<file path="src/rtl/cond_logic_unit_pkg.sv">
// Shared encodings for the execute-stage condition logic:
// condition codes, NZCV bit positions and ALU op codes.
package cond_logic_unit_pkg;

  localparam logic [3:0] COND_EQ = 4'b0000;
  localparam logic [3:0] COND_NE = 4'b0001;
  localparam logic [3:0] COND_HS = 4'b0010;
  localparam logic [3:0] COND_LO = 4'b0011;
  localparam logic [3:0] COND_MI = 4'b0100;
  localparam logic [3:0] COND_PL = 4'b0101;
  localparam logic [3:0] COND_VS = 4'b0110;
  localparam logic [3:0] COND_VC = 4'b0111;
  localparam logic [3:0] COND_HI = 4'b1000;
  localparam logic [3:0] COND_LS = 4'b1001;
  localparam logic [3:0] COND_GE = 4'b1010;
  localparam logic [3:0] COND_LT = 4'b1011;
  localparam logic [3:0] COND_GT = 4'b1100;
  localparam logic [3:0] COND_LE = 4'b1101;
  localparam logic [3:0] COND_AL = 4'b1110;

  localparam int FLAG_N = 3;
  localparam int FLAG_Z = 2;
  localparam int FLAG_C = 1;
  localparam int FLAG_V = 0;

  localparam logic [1:0] ALU_ADD = 2'b00;
  localparam logic [1:0] ALU_SUB = 2'b01;
  localparam logic [1:0] ALU_AND = 2'b10;
  localparam logic [1:0] ALU_ORR = 2'b11;

endpackage

</file>
<file path="src/rtl/cond_logic_unit_check.sv">
// Pure combinational Cond x NZCV evaluator.
// Encoding 4'b1111 behaves as AL.
module cond_check
  import cond_logic_unit_pkg::*;
(
  input  logic [3:0] cond,
  input  logic [3:0] nzcv,
  output logic       condex
);

  logic n, z, c, v;

  assign n = nzcv[FLAG_N];
  assign z = nzcv[FLAG_Z];
  assign c = nzcv[FLAG_C];
  assign v = nzcv[FLAG_V];

  always_comb begin
    condex = 1'b1;
    unique case (cond)
      COND_EQ: condex = z;
      COND_NE: condex = ~z;
      COND_HS: condex = c;
      COND_LO: condex = ~c;
      COND_MI: condex = n;
      COND_PL: condex = ~n;
      COND_VS: condex = v;
      COND_VC: condex = ~v;
      COND_HI: condex = c & ~z;
      COND_LS: condex = ~c | z;
      COND_GE: condex = (n == v);
      COND_LT: condex = (n != v);
      COND_GT: condex = ~z & (n == v);
      COND_LE: condex = z | (n != v);
      default: condex = 1'b1;
    endcase
  end

endmodule

</file>
<file path="src/rtl/cond_logic_unit.sv">
// NZCV flag register, condition evaluation and
// write-strobe gating just downstream of the ALU.
module cond_logic_unit
  import cond_logic_unit_pkg::*;
#(
  parameter logic [3:0] RESET_FLAGS      = 4'b0000,
  parameter bit         INVERT_SUB_CARRY = 1'b1
) (
  input  logic       clk,
  input  logic       reset_n,
  input  logic [3:0] Cond,
  input  logic [3:0] ALUFlags,
  input  logic       ALUSub,
  input  logic [1:0] FlagW,
  input  logic       PCS,
  input  logic       RegW,
  input  logic       MemW,
  input  logic       NoWrite,
  input  logic       Stall,
  input  logic       Flush,
  output logic       CondEx,
  output logic       PCSrc,
  output logic       RegWrite,
  output logic       MemWrite,
  output logic [3:0] Flags
);

  logic we;
  logic cin;

  cond_check u_check (
    .cond   (Cond),
    .nzcv   (Flags),
    .condex (CondEx)
  );

  // ALU reports borrow on SUB; architectural C is NOT borrow
  assign cin = ALUFlags[FLAG_C] ^ (INVERT_SUB_CARRY & ALUSub);
  assign we  = CondEx & ~Stall & ~Flush & reset_n;

  always_ff @(posedge clk) begin
    if (!reset_n) begin
      Flags <= RESET_FLAGS;
    end else begin
      if (FlagW[1] & we) begin
        Flags[FLAG_N] <= ALUFlags[FLAG_N];
        Flags[FLAG_Z] <= ALUFlags[FLAG_Z];
      end
      if (FlagW[0] & we) begin
        Flags[FLAG_C] <= cin;
        Flags[FLAG_V] <= ALUFlags[FLAG_V];
      end
    end
  end

  assign PCSrc    = PCS & CondEx & ~Flush;
  assign RegWrite = RegW & CondEx & ~NoWrite & ~Flush;
  assign MemWrite = MemW & CondEx & ~Flush;

endmodule

</file>
<file path="config.mk">
export PLATFORM = sky130hd
export DESIGN_NAME = cond_logic_unit
export DESIGN_NICKNAME = d
export VERILOG_FILES = /design/src/rtl/cond_logic_unit_pkg.sv /design/src/rtl/cond_logic_unit_check.sv /design/src/rtl/cond_logic_unit.sv
export SDC_FILE = /design/constraint.sdc
export NUM_CORES = 1
export LEC_CHECK = 0
export BUFFER_PORTS_ARGS = -buffer_cell sky130_fd_sc_hd__buf_2
export CORE_AREA = 2 2 39 41
export CTS_CLUSTER_SIZE = 28
export DETAILED_ROUTE_END_ITERATION = 16
export DIE_AREA = 0 0 41 43
export GPL_TIMING_DRIVEN = 0
export SKIP_LAST_GASP = 1
export SYNTH_ARGS = -nofsm -noshare
export SYNTH_HDL_FRONTEND = slang
export SYNTH_SLANG_ARGS = --single-unit
export TNS_END_PERCENT = 20
</file>
<file path="constraint.sdc">
create_clock -name clk -period 1.8 [get_ports clk]
set_input_delay 0.18 -clock clk [delete_from_list [all_inputs] [get_ports clk]]
set_output_delay 0.18 -clock clk [all_outputs]
set_load 0.01 [all_outputs]
</file>
# == Word level (Yosys, flattened, before mapping) ==
# Cells that the tools add are included.
# op_classes
n_eq_ne,15
mux,1
bitwise_logic,24
reduce_logical,1
# ops
cell,n
== test 4 bit (second input constant),6
== test 4 x 3 -> 1 bit (second input constant),4
AND 1 bit,14
one-hot mux 1 bit (14 select lines),1
== test 4 x 2 -> 1 bit (second input constant),2
inverter 1 bit,7
== test 4 x 1 -> 1 bit (second input constant),1
logical NOT 4 bit,1
OR 1 bit,2
== test 1 bit,1
!= test 1 bit,1
XOR 1 bit,1
# word_totals
regBits,4
inputBits,19
out_inout_bits,8

# == Depth between registers and ports, before layout ==
# logic_depth
word_depth,7
depth_mapped,6

# == Cells and area by module ==
# From an unflattened synthesis, not the netlist that was laid out.
# hier_totals
hier_cells,41
hier_area_um2,374.1
# by_module_without_submodules
module,n_inst,cells_per_inst,area_each_um2,seq_area_each_um2
cond_logic_unit,1,18,209.0,80.1
cond_check,1,23,165.2,0.0

# == Worst setup path after synthesis ==
# No wires, ideal clock.
# synth_timing
path_kind,register -> output
start,register Flags[2]
end,output port RegWrite
arrival_time_ns,1.453
t_required_ns,1.620
slack_ns,0.167
stages_incl_launch_ff,6
path_buffers,0
cell_sequence,dfxtp_1 mux2i_1 mux2_4 o31ai_4 a31oi_1 and3b_1
# synth_between
elab_chain_cells,6
elab_cells_between_ends,9
cone_classes,mux (1); bitwise (8)
# synth_rtl
element,line,text
from (decl),cond_logic_unit.sv:25,output logic [3:0] Flags
"from (signal, indexed assignment)",cond_logic_unit.sv:46,Flags[FLAG_N] <= ALUFlags[FLAG_N];
"from (signal, indexed assignment)",cond_logic_unit.sv:47,Flags[FLAG_Z] <= ALUFlags[FLAG_Z];
"from (signal, indexed assignment)",cond_logic_unit.sv:50,Flags[FLAG_C] <= cin;
inverter 1 bit,"cond_logic_unit_check.sv:22, cond_logic_unit_check.sv:29, cond_logic_unit_check.sv:33",
"AND 1 bit, on equally long branches","cond_logic_unit_check.sv:33, cond_logic_unit_check.sv:29",
one-hot mux 1 bit (14 select lines) (*),cond_logic_unit_check.sv:20,unique case (cond)
AND 1 bit (*) (3 in series),cond_logic_unit.sv:57,assign RegWrite = RegW & CondEx & ~NoWrite & ~Flush;
to (decl),cond_logic_unit.sv:23,"output logic RegWrite,"
# Every way passes the cells marked *; elsewhere a longest branch is shown, timed or not.

# == Final worst setup path ==
# layout_timing
start,register Flags[1]
end,output port RegWrite
# layout_between
elab_chain_cells,6
elab_cells_between_ends,7
cone_classes,mux (1); bitwise (6)
# layout_rtl
element,line,text
inverter 1 bit,"cond_logic_unit_check.sv:24, cond_logic_unit_check.sv:30",
OR 1 bit,cond_logic_unit_check.sv:30,COND_LS: condex = ~c | z;
one-hot mux 1 bit (14 select lines) (*),cond_logic_unit_check.sv:20,
AND 1 bit (*) (3 in series),cond_logic_unit.sv:57,
# Marks and branches as above.

==> impl_metrics.py <==
metrics = {
    "status": {
        "status": "finished, violations left",
        "violations": "negative setup slack",
    },
    "place": {
        "portBuffers": 24,
        "pre_cts_ws_ns": -0.0247,
        "dpl_cell_area_um2": 586,
        "gp_congestion": 0.801,
        "dp_hpwl_um": 788,
    },
    "global_route": {
        "grt_pass1_wl_um": 1610,
        "first_global_vias": 415,
        "antenna_found_initial": 0,
        "grt_max_degree": 11,
        "grt-ovfl-total": 0,
        "track_usage": 0.131,
    },
    "logic_synthesis": {
        "yosysSeqAreaShare": 0.180,
        "synthCells": 53,
        "synth_edf_count": 0,
        "syn_area_per_cell_um2": 8.40,
        "ys_seq_elements": 4,
        "syn-cell-area_um2": 445,
        "synthFlopType": "dfxtp_1",
        "yosysUniqueCellTypes": 28,
        "syn_nets": 72,
        "async_flop_share": 0,
        "yosysWarnings": 0,
    },
    "sta": {
        "max_freq_ghz": 0.523,
        "worst_pin_slew_ns": 0.335,
        "drv_slew": 0,
        "period_minus_slack_ns": 1.91,
        "finalHoldViolCount": 0,
        "period_share": 1.06,
        "slew_headroom": 0.776,
        "setup_slack_ns": -0.111,
        "rsz0062_at_grt": "yes",
        "setup_violations": 4,
        "skew_ns": 0.00700,
    },
    "cts": {
        "ctsHoldBuffers": 0,
        "clkSlewWorstSetupHoldPaths_ns": 0.04,
        "clock_latency_ns": 0.23,
        "root_buffer": "clkbuf_4",
        "cts_sinks": 4,
        "clock_path_buffers": 2,
        "cts_tree": "yes",
        "numCtsBuffers": 3,
        "htreeDepth": 1,
    },
    "critical_path": {
        "crit_buf_inv": 1,
        "cp-start-kind": "register",
        "rr_startpoint": "Flags[0]",
        "cpMaxStageDelayCell": "dfxtp_2",
        "r2r_cells": 6,
        "cpPeakStageDelay_ns": 0.33,
        "crit_required_ns": 1.62,
        "worstSetupPathType": "reg2out",
        "rr_endpoint": "Flags[2]",
        "cp_top_family": "multiplexers",
        "crit_fanout": 5,
        "end_kind": "output port",
        "r2r_setup_slack_ns": 0.06,
        "crit_chain": "mux2i_1, mux2_4, o31ai_4, a31oi_2, and3b_1, buf_2",
        "cp.arrival_ns": 1.73,
    },
    "final_layout": {
        "largest-register": "Flags",
        "area_growth_pct": 52.8,
        "n_antenna_cell": 0,
        "drive_above_1_share": 0.537,
        "fin_area_um2": 681,
        "top_regs": "Flags: 4 flops",
        "fin_nets": 103,
        "largest_reg_flops": 4,
    },
    "floorplanning": {
        "dieArea_um2": 1760,
        "fp.coreArea_um2": 1380,
        "die-height_um": 43,
        "die_w_um": 41,
        "rows": 14,
        "start_util": 0.322,
        "io_pins": 27,
    },
    "routing": {
        "drt_iter0_drc": 1,
        "drc": 0,
        "via_per_inst": 4.99,
        "drt_pass1_iterations": 3,
        "ant_nets": 0,
        "vias": 489,
        "wl_per_cell_um": 10.2,
        "wl_um": 1000,
    },
    "min_path": {
        "hold_depth": 3,
        "hold_path_class": "in2reg",
        "hold_end": "Flags[3]",
        "min_from": "ALUFlags[3]",
    },
    "power": {
        "leakage_uw": 0.000304,
        "ir_drop_v": 0.000271,
        "powerDensity_nw_per_um2": 462,
    },
    "run": {
        "cap_violations": 0,
    },
}
-- layout by cell type (no fill, tap or decap), types with 2 or more instances in the layout --
cell type / count
buf_2: 24
nand2_1: 12
mux2i_1: 5
buf_4: 3
and2_1: 3
clkbuf_4: 3
dfxtp_4: 2
dfxtp_2: 2
nand4bb_1: 2
or3b_2: 2
a31oi_1: 2
-- synthesized netlist by cell type (2+ instances only) --
cell | count | area share
nand4bb_1 | 2 | 0.051
or3b_2 | 2 | 0.039
and2_1 | 3 | 0.042
a31oi_1 | 3 | 0.042
nand2_1 | 12 | 0.10
dfxtp_1 | 4 | 0.18
mux2i_1 | 5 | 0.11
xor2_1 | 2 | 0.039
-- final cells by class --
type | instances | area [µm²]
Multi-Input combinational cell | 46 | 398
Inverter | 1 | 3.75
Sequential cell | 4 | 90.1
Timing Repair Buffer | 26 | 135
Clock buffer | 3 | 22.5
Buffer | 2 | 11.3
Fill cell | 146 | 703
Tap cell | 16 | 20.0
-- worst max path at each step --
stage               depth (start not counted)  startpoint       end  slack (ns)
floorplan                                   5    Flags[2]  RegWrite        0.17
global placement                            6    Flags[0]  RegWrite       -0.02
detailed placement                          7     Cond[1]  RegWrite       -0.02
CTS                                         6    Flags[1]  RegWrite       -0.11
global route                                6    Flags[3]  RegWrite       -0.21
finish                                      6    Flags[1]  RegWrite       -0.11
-- stage by stage --
stage | hold WS [ns] | utilization | std cells | TNS [ns] | total power (µW)
2_1_floorplan | 0.322 | - | 53 | 0 | 153
3_3_place_gp | 0.428 | 0.423 | 93 | -0.0343 | 189
3_5_place_dp | 0.435 | 0.423 | 93 | -0.0519 | 190
4_1_cts | 0.183 | 0.472 | 98 | -0.313 | 309
5_1_grt | 0.200 | 0.492 | 98 | -0.709 | 333
6_report | 0.181 | 0.492 | 98 | -0.327 | 315
-- power breakdown --
| group | internal (µW) | leakage, µW | total, µW | switching, µW |
|---|---|---|---|---|
| clock | 74.7 | 0.0000138 | 113 | 38.4 |
| sequential | 89.9 | 0.0000349 | 94.6 | 4.70 |
| combinational | 56.3 | 0.000255 | 107 | 50.7 |
-- routing by layer --
layer	track usage	up-vias	routed length, µm
met5	0	-	0
met4	0.0400	0	0
met3	0.0471	0	76
met2	0.216	18	504
met1	0.148	218	419
li1	-	253	-
-- worst min-delay path, cell delays in order --
cell and delay [ns]:
buf_2 0.09, nand2_1 0.05, mux2i_1 0.05
-- logic make-up after synthesis --
logic type                after synthesis  synth area share
and+or+nand+nor                        28             0.390
AOI/OAI and AO/OA                       9             0.191
muxes                                   6             0.146
DFF                                     4             0.180
xor gates and xnor gates                3            0.0590
buffers and inverters                   3            0.0337
-- what timing repair did --
action / 4_1_cts / 5_1_grt
buffers inserted: 2 / 0
endpoints found under the hold margin: 0 / 0
gates resized for setup: 9 / 3
endpoints found under the setup margin: 4 / 4
pin swaps: 5 / 4
Power figures use the tool's default switching activity.
